[src/rtl/hazard_scoreboard.sv]
// Hazard unit for the 5-stage MIPS core: per-register load scoreboard, mult/div
// busy counter, redirect flush with younger-entry squash, and a stall-event counter.
module hazard_scoreboard #(
    parameter int REG_ADDR_W = 5,
    parameter int LOAD_LAT   = 2,
    parameter int MD_LAT     = 4,
    parameter int CNT_W      = 16
) (
    input  logic                  Clk,
    input  logic                  Reset,
    input  logic                  Issue_ID,
    input  logic [REG_ADDR_W-1:0] Rs_ID,
    input  logic [REG_ADDR_W-1:0] Rt_ID,
    input  logic                  UsesRs_ID,
    input  logic                  UsesRt_ID,
    input  logic [REG_ADDR_W-1:0] WriteReg_ID,
    input  logic                  RegWrite_ID,
    input  logic                  MemRead_ID,
    input  logic                  MultDiv_ID,
    input  logic                  UsesHiLo_ID,
    input  logic                  Redirect_EX,
    input  logic                  Redirect_MEM,
    output logic                  NotStall_PC,
    output logic                  NotStall_IFID,
    output logic                  MuxControl,
    output logic                  Flush_ID,
    output logic                  Flush_EX,
    output logic                  Flush_MEM,
    output logic                  Busy_MD,
    output logic [1:0]            Hazard_State,
    output logic [CNT_W-1:0]      Stall_Count
);
    localparam int NUM_REGS = 2 ** REG_ADDR_W;
    localparam int SB_W     = 3;
    localparam int MD_W     = 6;
    localparam logic [SB_W-1:0] LD_INIT = SB_W'(LOAD_LAT);
    localparam logic [MD_W-1:0] MD_INIT = MD_W'(MD_LAT);

    typedef enum logic [1:0] {
        ST_RUN        = 2'd0,
        ST_LOAD_STALL = 2'd1,
        ST_MD_STALL   = 2'd2,
        ST_FLUSH      = 2'd3
    } state_t;

    logic [NUM_REGS-1:0][SB_W-1:0] r_sb;
    logic [MD_W-1:0]               r_md_cnt;
    state_t                        r_state;
    state_t                        w_state_nxt;
    logic [CNT_W-1:0]              r_stall_cnt;

    logic w_redir, w_ld_haz, w_md_haz, w_acc, w_load_wr, w_md_start;
    logic w_stall_nxt, w_stall_cur;

    assign w_redir  = Redirect_EX | Redirect_MEM;
    assign w_ld_haz = Issue_ID &
                      ((UsesRs_ID & (Rs_ID != '0) & (r_sb[Rs_ID] != '0)) |
                       (UsesRt_ID & (Rt_ID != '0) & (r_sb[Rt_ID] != '0)));
    assign w_md_haz = Issue_ID & (UsesHiLo_ID | MultDiv_ID) & (r_md_cnt != '0);
    assign w_acc    = Issue_ID & ~w_redir & ~w_ld_haz & ~w_md_haz;

    assign w_load_wr  = w_acc & MemRead_ID & RegWrite_ID & (WriteReg_ID != '0);
    assign w_md_start = w_acc & MultDiv_ID;

    // An entry still at its issue value was issued last cycle and now sits in EX,
    // younger than a branch resolving in MEM, so a MEM redirect kills it.
    always_ff @(posedge Clk or posedge Reset) begin
        if (Reset) begin
            r_sb <= '0;
        end else begin
            for (int r = 1; r < NUM_REGS; r++) begin
                if (w_load_wr && (WriteReg_ID == REG_ADDR_W'(r)))
                    r_sb[r] <= LD_INIT;
                else if (Redirect_MEM && (r_sb[r] == LD_INIT))
                    r_sb[r] <= '0;
                else if (r_sb[r] != '0)
                    r_sb[r] <= r_sb[r] - 1'b1;
            end
        end
    end

    always_ff @(posedge Clk or posedge Reset) begin
        if (Reset)
            r_md_cnt <= '0;
        else if (w_md_start)
            r_md_cnt <= MD_INIT;
        else if (Redirect_MEM && (r_md_cnt == MD_INIT))
            r_md_cnt <= '0;
        else if (r_md_cnt != '0)
            r_md_cnt <= r_md_cnt - 1'b1;
    end

    always_ff @(posedge Clk or posedge Reset) begin
        if (Reset) r_state <= ST_RUN;
        else       r_state <= w_state_nxt;
    end

    always_comb begin
        w_state_nxt   = ST_RUN;
        NotStall_PC   = 1'b1;
        NotStall_IFID = 1'b1;
        MuxControl    = 1'b1;
        Flush_ID      = 1'b0;
        Flush_EX      = 1'b0;
        Flush_MEM     = 1'b0;
        if (w_redir) begin
            w_state_nxt = ST_FLUSH;
            MuxControl  = 1'b0;
            Flush_ID    = 1'b1;
            Flush_EX    = 1'b1;
            Flush_MEM   = Redirect_MEM;
        end else if (w_ld_haz || w_md_haz) begin
            w_state_nxt   = w_ld_haz ? ST_LOAD_STALL : ST_MD_STALL;
            NotStall_PC   = 1'b0;
            NotStall_IFID = 1'b0;
            MuxControl    = 1'b0;
        end
    end

    // Load<->MD transitions stay inside the stall group, so they are one event.
    assign w_stall_nxt = (w_state_nxt == ST_LOAD_STALL) || (w_state_nxt == ST_MD_STALL);
    assign w_stall_cur = (r_state == ST_LOAD_STALL) || (r_state == ST_MD_STALL);

    always_ff @(posedge Clk or posedge Reset) begin
        if (Reset)
            r_stall_cnt <= '0;
        else if (w_stall_nxt && !w_stall_cur && (r_stall_cnt != '1))
            r_stall_cnt <= r_stall_cnt + 1'b1;
    end

    assign Busy_MD      = (r_md_cnt != '0);
    assign Hazard_State = r_state;
    assign Stall_Count  = r_stall_cnt;
endmodule

[config.mk]
export PLATFORM = sky130hd
export DESIGN_NAME = hazard_scoreboard
export DESIGN_NICKNAME = d
export VERILOG_FILES = /design/src/rtl/hazard_scoreboard.sv
export SDC_FILE = /design/constraint.sdc
export NUM_CORES = 1
export LEC_CHECK = 0
export ABC_CLOCK_PERIOD_IN_PS = 13400
export BUFFER_PORTS_ARGS = -buffer_cell sky130_fd_sc_hd__buf_2
export CAP_MARGIN = 25
export CORE_AREA = 2 2 116 118
export DETAILED_ROUTE_END_ITERATION = 8
export DIE_AREA = 0 0 118 120
export GPL_TIMING_DRIVEN = 0
export PLACE_DENSITY = 0.86
export SLEW_MARGIN = 10
export SYNTH_ARGS = -nofsm -noshare
export SYNTH_HDL_FRONTEND = slang
export SYNTH_SLANG_ARGS = --single-unit
[constraint.sdc]
create_clock -name Clk -period 13.4 [get_ports Clk]
set_input_delay 4.02 -clock Clk [delete_from_list [all_inputs] [get_ports Clk]]
set_output_delay 4.02 -clock Clk [all_outputs]
set_load 0.005 [all_outputs]
==> out/qor.tcl, run 1 <==
set qor(antenna_violations_before_repair) 0
set qor(ys.warnings.count) 3
set qor(critical_setup_path_kind) {in2out}
set qor(synth_fp_nets) 1041
set qor(clock_net_sink_count) 117
set qor(route.antenna.remaining_nets) 0
set qor(cts_max_level) 4
set qor(cts.repair_timing.setup_buffer_count) 0
set qor(finalHoldWorstSlack_ns) 0.488
set qor(detailed_placer_s_ending_hpwl_um) 14500
set qor(synth_cell_types) 61
set qor(mostFrequentLayoutCells) {sky130_fd_sc_hd__dfrtp_1, sky130_fd_sc_hd__nand2_1, sky130_fd_sc_hd__inv_1, sky130_fd_sc_hd__ha_1, sky130_fd_sc_hd__nor2_1}
set qor(timing.slew.headroom_pct) 47.9
set qor(globalRouteOverflowTotal) 0
set qor(floorplan.die.height_um) 120
set qor(power.static_leakage_nw) 4.59
set qor(period_needed_ns) 10.07
set qor(grt_setup_unrepaired) {false}
set qor(worst-path-max-fanout) 8
set qor(cts_hold_repair.buffers) 0
set qor(yosys.area.top_type) {sky130_fd_sc_hd__dfrtp_1}
set qor(clock_path_buffers) 2
set qor(synthCells) 920
set qor(post_synthesis_simple_gate_area_fraction_pct) 18.9
set qor(final_critical_path_setup_slack_ns) 3.33
set qor(yosys_register_bits) 117
set qor(cts_tree) {built}
set qor(total_vias_in_the_final_route) 7052
set qor(gr-usage-all-layers_pct) 29.5
set qor(synth_area_um2) 8200
set qor(tightest_slew_ns) 0.782
set qor(drt_pre_antenna_iters) 7
set qor(synth.area.top_cells) {sky130_fd_sc_hd__dfrtp_1, sky130_fd_sc_hd__ha_1, sky130_fd_sc_hd__inv_1, sky130_fd_sc_hd__nand2_1, sky130_fd_sc_hd__nor2_1}
set qor(tns_ns) 0
set qor(die_area_um2) 14200
set qor(first_pass_grt_wire_length_um) 32700
set qor(final_net_count) 1107
set qor(layout_commonest_cell) {sky130_fd_sc_hd__dfrtp_1}
set qor(layout_worst_path_cycle_share_pct) 75.2
set qor(synth_largest_type_area_fraction_pct) 35.7
set qor(die_w_um) 118
set qor(coreArea_um2) 13000
set qor(async_flop_share_pct) 100
set qor(cts.repair.resized) 0
set qor(clock_skew_ns) 0.00845
set qor(synth_compound_area_share_pct) 13.9
set qor(placementRows) 42
set qor(setup_viol) 0
set qor(first_iter_violations) 648
set qor(max_cap_viol_count) 0
set qor(clock_insertion_delay_worst_skew_ns) 0.43
set qor(report.final.slew_viol_count) 0
set qor(hp-class) {reg2reg}
set qor(wire_per_inst_um) 17.3
set qor(cts_made_buffers) 17
set qor(worst_path_dominant_cell_family) {buffers and inverters}
set qor(yosysSeqAreaShare_pct) 35.7
set qor(numPortBuffers) 46
set qor(postRouteWirelength_um) 20300
set qor(routabilityCongestion) 0.930
set qor(synth_xor_xnor_area_share_pct) 5.23
set qor(synth_edf_count) 0
set qor(drt-vias-per-instance) 6.02
set qor(layout_cell_share_with_drive_strength_beyond_1_pct) 13.6
set qor(root_buffer_master) {sky130_fd_sc_hd__clkbuf_16}
set qor(clock_pin_slew_on_the_worst_setup_and_hold_paths_ns) 0.05
set qor(worst_path_most_repeated_cell) {sky130_fd_sc_hd__buf_2}
set qor(critical_path.max_stage_delay_ns) 0.45
set qor(number_of_global_route_vias_before_repair) 6817
set qor(critPathRequiredTime_ns) 9.38
set qor(finalCoreUtilization_pct) 71.4
set qor(worst_ir_drop_vdd_uv) 113
set qor(critical_path_at_ns) 6.05
set qor(power.density_cell_area_nw_per_um2) 240
set qor(critical_path_buf_inv_count) 4
set qor(route.detailed.drc) 0
set qor(mux_contribution_to_synthesized_area_pct) 5.02
set qor(synth_area_per_cell_um2) 8.92
set qor(synth_ff_type) {sky130_fd_sc_hd__dfrtp_1}
set qor(combinational_family_with_the_most_area_after_synthesis) {simple AND/OR/NAND/NOR gates}
set qor(syn2layout_area_growth_pct) 13.0
set qor(critical_path.cell_chain) {buf_2, clkinv_1, mux2i_1, a2111o_1, nand4_1, nand3_2, o21bai_1, buf_4, buf_2}
set qor(run_status) {completed}
set qor(pre_cts_slack_ns) 3.34
set qor(initial_utilization_pct) 63.2
set qor(grt_max_degree) 67
set qor(fmax_mhz) 99.3
set qor(io_pins) 51
set qor(cp-end-kind) {output port}
set qor(hold_violations) 0
set qor(crit_path_start_kind) {input port}
set qor(antenna_cells) 0
set qor(yosys.area_share.adder_pct) 14.5
set qor(critPathSlowestCell) {sky130_fd_sc_hd__a2111o_1}
==> cells by family after synthesis <==
logic type	Yosys count
simple gates	321
compound gates	177
buf+inv	135
flops	117
fa+ha+maj	95
xor+xnor	49
mux	26
==> synth_stat cells (23+ instances only) <==
master,instances
sky130_fd_sc_hd__dfrtp_1,117
sky130_fd_sc_hd__inv_1,104
sky130_fd_sc_hd__nand2_1,103
sky130_fd_sc_hd__ha_1,95
sky130_fd_sc_hd__nor2_1,72
sky130_fd_sc_hd__nor3_1,42
sky130_fd_sc_hd__o21ai_0,39
sky130_fd_sc_hd__a31oi_1,38
sky130_fd_sc_hd__a21oi_1,32
sky130_fd_sc_hd__nand3_1,29
sky130_fd_sc_hd__xor2_1,26
sky130_fd_sc_hd__xnor2_1,23
==> path summary, 6_finish.rpt <==
kind                                                 start                         end  slack, ns  cells after the start
worst max-delay path                              Rt_ID[1]                 NotStall_PC       3.33                      9
worst min-delay path            Stall_Count[4]$_DFFE_PP0P_  Stall_Count[4]$_DFFE_PP0P_       0.49                      1
worst max register to register        r_sb[12]$_DFFE_PP0P_        r_sb[90]$_DFFE_PP0P_      10.21                      9
worst min register to register  Stall_Count[4]$_DFFE_PP0P_  Stall_Count[4]$_DFFE_PP0P_       0.49                      1
max in group asynchronous                            Reset        r_sb[11]$_DFFE_PP0P_       9.08                      3
min in group asynchronous                            Reset        r_sb[19]$_DFFE_PP0P_       3.63                      2
==> sequential cells by signal, indices dropped and copies added, names as in the netlist <==
register and cells:
r_md_cnt 6, r_sb 93, Hazard_State 2, Stall_Count 16
==> per-layer routing <==
| layer | vias to the layer above | track usage (%) | wire (um) |
|---|---|---|---|
| met2 | 255 | 49.7 | 9890 |
| met3 | 61 | 6.61 | 1280 |
| met1 | 3397 | 36.4 | 8530 |
| met4 | 0 | 13.3 | 606 |
| li1 | 3339 | - | - |
| met5 | - | 0 | 0 |
==> per-stage QoR <==
stage                     area, um^2  std cells  total power, mW
after floorplan                 8200        920             1.51
after global placement          8650       1142             1.67
after detailed placement        8690       1143             1.75
after CTS                       9270       1172             2.22
after global routing            9270       1172             2.42
final                           9270       1172             2.23
==> cell type report <==
cell class / count / area (um^2)
plain buffers: 30 / 161
fillers: 918 / 3710
inverters: 105 / 399
clock buffers: 27 / 543
well taps: 176 / 220
clock inverters: 2 / 37.5
repair buffers: 47 / 258
multi-input cells: 668 / 4720
flip-flops and latches: 117 / 2930
==> worst reg2reg max path: stages, from the launching register on <==
cell                        delay (ns)
sky130_fd_sc_hd__dfrtp_1          0.41
sky130_fd_sc_hd__nor3_1           0.50
sky130_fd_sc_hd__o22ai_1          0.18
sky130_fd_sc_hd__a211oi_1         0.30
sky130_fd_sc_hd__a2bb2oi_1        0.10
sky130_fd_sc_hd__a31o_2           0.31
sky130_fd_sc_hd__nor3_2           0.42
sky130_fd_sc_hd__buf_2            0.35
sky130_fd_sc_hd__buf_2            0.33
sky130_fd_sc_hd__a31oi_1          0.15
==> report_power, final <==
part / internal [mW] / switching, mW
clock: 0.291 / 0.156
sequential: 0.532 / 0.164
combinational: 0.515 / 0.568
total: 1.34 / 0.888
(Power assumes the default switching activity.)
==> run 2, diff against run 1 <==
==> config.mk (replaced) <==
export PLATFORM = sky130hd
export DESIGN_NAME = hazard_scoreboard
export DESIGN_NICKNAME = d
export VERILOG_FILES = /design/src/rtl/hazard_scoreboard.sv
export SDC_FILE = /design/constraint.sdc
export NUM_CORES = 1
export LEC_CHECK = 0
export ABC_CLOCK_PERIOD_IN_PS = 8100
export BUFFER_PORTS_ARGS = -buffer_cell sky130_fd_sc_hd__buf_2
export CAP_MARGIN = 25
export CORE_AREA = 2 2 125 127
export DETAILED_ROUTE_END_ITERATION = 8
export DIE_AREA = 0 0 127 129
export GPL_TIMING_DRIVEN = 0
export PLACE_DENSITY = 0.79
export SLEW_MARGIN = 10
export SYNTH_ARGS = -nofsm -noshare
export SYNTH_HDL_FRONTEND = slang
export SYNTH_SLANG_ARGS = --single-unit
==> constraint.sdc (replaced) <==
create_clock -name Clk -period 8.1 [get_ports Clk]
set_input_delay 2.43 -clock Clk [delete_from_list [all_inputs] [get_ports Clk]]
set_output_delay 2.43 -clock Clk [all_outputs]
set_load 0.005 [all_outputs]
==> run 2 against run 1 <==
  * Clock skew about the same
  * Sequential power increased by 65%
  * Global-route usage shrank 3.9 points
  * Via count is 2.4% lower
  * Hold slack worse by 0.0068 ns
  * Design area grew 0.99%
  * Non-clock buffer count stayed put
  * Cell count increased by 1.3%
  * Highest routed layer unchanged
==> out/qor.tcl, run 2 (synthesis gave the netlist of run 1 again) <==
set qor(initial_utilization_pct) 54.8 ;# was 63.2%
set qor(gr-usage-all-layers_pct) 25.6 ;# was 29.5%
set qor(max_cap_viol_count) 0 ;# unchanged
set qor(postRouteWirelength_um) 20000 ;# was 20,300 um
set qor(cts.repair.resized) 0 ;# unchanged
set qor(worst-path-max-fanout) 5 ;# was 8
set qor(cts_hold_repair.buffers) 0 ;# unchanged
set qor(antenna_violations_before_repair) 0 ;# unchanged
set qor(routabilityCongestion) 0.909 ;# was 0.930
set qor(total_vias_in_the_final_route) 6880 ;# was 7,052
set qor(mostFrequentLayoutCells) {sky130_fd_sc_hd__dfrtp_1, sky130_fd_sc_hd__nand2_1, sky130_fd_sc_hd__inv_1, sky130_fd_sc_hd__ha_1, sky130_fd_sc_hd__nor2_1} ;# unchanged
set qor(die_w_um) 127 ;# was 118 um
set qor(globalRouteOverflowTotal) 0 ;# unchanged
set qor(grt_max_degree) 69 ;# was 67
set qor(top_register) {r_sb} ;# unchanged
set qor(antenna_cells) 0 ;# unchanged
set qor(hold-path-endpoint) {Stall_Count[11]$_DFFE_PP0P_} ;# was Stall_Count[4]$_DFFE_PP0P_
set qor(cts_made_buffers) 17 ;# unchanged
set qor(floorplan.die.height_um) 129 ;# was 120 um
set qor(clock_pin_slew_on_the_worst_setup_and_hold_paths_ns) 0.05 ;# about the same
set qor(die_area_um2) 16400 ;# was 14,200 um^2
set qor(timing.slew.headroom_pct) 47.8 ;# was 47.9%
set qor(crit_path_start_kind) {input port} ;# unchanged
set qor(clock_path_buffers) 2 ;# unchanged
set qor(syn2layout_area_growth_pct) 14.1 ;# was 13.0%
set qor(r2r_start) {r_sb[12]$_DFFE_PP0P_} ;# unchanged
set qor(cts.repair_timing.setup_buffer_count) 0 ;# unchanged
set qor(report.final.slew_viol_count) 0 ;# unchanged
set qor(layout_worst_path_cycle_share_pct) 85.9
set qor(setup_viol) 0 ;# unchanged
set qor(tns_ns) 0 ;# unchanged
set qor(timing.reg2reg.worst_path_depth) 9 ;# unchanged
set qor(first_iter_violations) 565 ;# was 648
set qor(critical_setup_path_kind) {in2out} ;# unchanged
set qor(number_of_global_route_vias_before_repair) 6910 ;# was 6,817
set qor(run_status) {completed} ;# unchanged
set qor(clock_insertion_delay_worst_skew_ns) 0.42 ;# was 0.43 ns
set qor(power.static_leakage_nw) 4.62 ;# was 4.59 nW
set qor(layout_commonest_cell) {sky130_fd_sc_hd__dfrtp_1} ;# unchanged
set qor(whs_path_depth) 1 ;# unchanged
set qor(first_pass_grt_wire_length_um) 33300 ;# was 32,700 um
set qor(cts_max_level) 4 ;# unchanged
set qor(drt-vias-per-instance) 5.80 ;# was 6.02
set qor(route.antenna.remaining_nets) 0 ;# unchanged
set qor(power.density_cell_area_nw_per_um2) 402 ;# was 240 nW/um^2
set qor(fmax_mhz) 144
set qor(numPortBuffers) 46 ;# unchanged
set qor(hp-class) {reg2reg} ;# unchanged
set qor(cts_tree) {built} ;# unchanged
set qor(hold_path_startpoint) {Stall_Count[11]$_DFFE_PP0P_} ;# was Stall_Count[4]$_DFFE_PP0P_
set qor(critical_path_at_ns) 4.52 ;# was 6.05 ns
set qor(finalCoreUtilization_pct) 62.5 ;# was 71.4%
set qor(hold_violations) 0 ;# unchanged
set qor(coreArea_um2) 15000 ;# was 13,000 um^2
set qor(worst_ir_drop_vdd_uv) 191 ;# was 113 uV
set qor(clock_skew_ns) 0.00872 ;# was 0.00845 ns
set qor(tightest_slew_ns) 0.784 ;# was 0.782 ns
set qor(largest_reg_flops) 93 ;# unchanged
set qor(placementRows) 45 ;# was 42
set qor(cp-end-kind) {output port} ;# unchanged
set qor(flop2flop_setup_slack_ns) 4.82 ;# was 10.21 ns
set qor(clock_net_sink_count) 117 ;# unchanged
set qor(route.detailed.drc) 0 ;# unchanged
set qor(period_needed_ns) 6.95
set qor(drt_pre_antenna_iters) 5 ;# was 7
set qor(root_buffer_master) {sky130_fd_sc_hd__clkbuf_16} ;# unchanged
set qor(io_pins) 51 ;# unchanged
set qor(grt_setup_unrepaired) {false} ;# unchanged
set qor(final_net_count) 1107 ;# unchanged
set qor(critPathRequiredTime_ns) 5.67 ;# was 9.38 ns
set qor(detailed_placer_s_ending_hpwl_um) 14600 ;# was 14,500 um
set qor(wire_per_inst_um) 16.9 ;# was 17.3 um
set qor(layout_cell_share_with_drive_strength_beyond_1_pct) 13.9 ;# was 13.6%
set qor(finalHoldWorstSlack_ns) 0.482 ;# was 0.488 ns
set qor(worst_r2r_endpoint) {r_sb[90]$_DFFE_PP0P_} ;# unchanged
run 2: cell count changes in the layout (fill, tap and decap cells not counted):
cell                         previous run  this run
sky130_fd_sc_hd__clkinv_2               0         2
sky130_fd_sc_hd__clkinvlp_4             1         3
sky130_fd_sc_hd__clkbuf_8               8         2
sky130_fd_sc_hd__bufinv_16              1         5
sky130_fd_sc_hd__clkbuf_1              15        14
sky130_fd_sc_hd__clkinv_4               0         1
sky130_fd_sc_hd__inv_6                  1         2
run 2: how the worst max path moves through the flow:
| stage | depth (start not counted) | endpoint | slack (ns) | start |
|---|---|---|---|---|
| 3_5_place_dp | 10 | MuxControl | 1.18 | Rs_ID[1] |
| 5_1_grt | 10 | MuxControl | 0.99 | Rs_ID[1] |
| 3_3_place_gp | 2 | r_sb[5]$_DFFE_PP0P_ | 1.05 | Reset |
| 2_1_floorplan | 8 | MuxControl | 1.71 | Rs_ID[1] |
| 6_report | 10 | MuxControl | 1.15 | Rs_ID[1] |
| 4_1_cts | 10 | MuxControl | 1.16 | Rs_ID[1] |
run 2: cell type report:
cell class	count	area (um^2)
timing repair buffer	47	258
clock buffer	20	457
inverter	105	399
sequential	117	2930
buffer	30	161
clock inverter	12	200
tap	188	235
fill	1223	5620
multi-input combinational	668	4720
run 2: report_power, final:
part	internal, mW	switching [mW]
logic	0.851	0.921
clock network	0.562	0.277
registers	0.880	0.270
run 2: worst max-delay path: stages:
cell and delay [ns]:
sky130_fd_sc_hd__buf_2 0.14, sky130_fd_sc_hd__inv_1 0.18, sky130_fd_sc_hd__mux4_2 0.53, sky130_fd_sc_hd__nor4bb_1 0.16
sky130_fd_sc_hd__nor4_1 0.28, sky130_fd_sc_hd__a31o_2 0.28, sky130_fd_sc_hd__nor2_1 0.08, sky130_fd_sc_hd__o21ai_0 0.21
sky130_fd_sc_hd__a21oi_1 0.09, sky130_fd_sc_hd__buf_2 0.14
run 2: metal layers:
layer,global-route usage (%),part of all wire [%],vias up
li1,-,-,3335
met1,33.2,44,3304
met2,43.2,48,207
met3,5.49,5.9,34
met4,8.08,2.0,0
met5,0,0,-
run 2: per-stage QoR:
stage          setup WS [ns]  area, um^2  power [mW]  std cells
5_1_grt                0.989        9360        4.13       1187
2_1_floorplan           1.71        8200        2.50        920
4_1_cts                 1.16        9360        3.77       1187
3_5_place_dp            1.18        8700        2.89       1155
3_3_place_gp            1.05        8670        2.78       1154
6_report                1.15        9360        3.76       1187
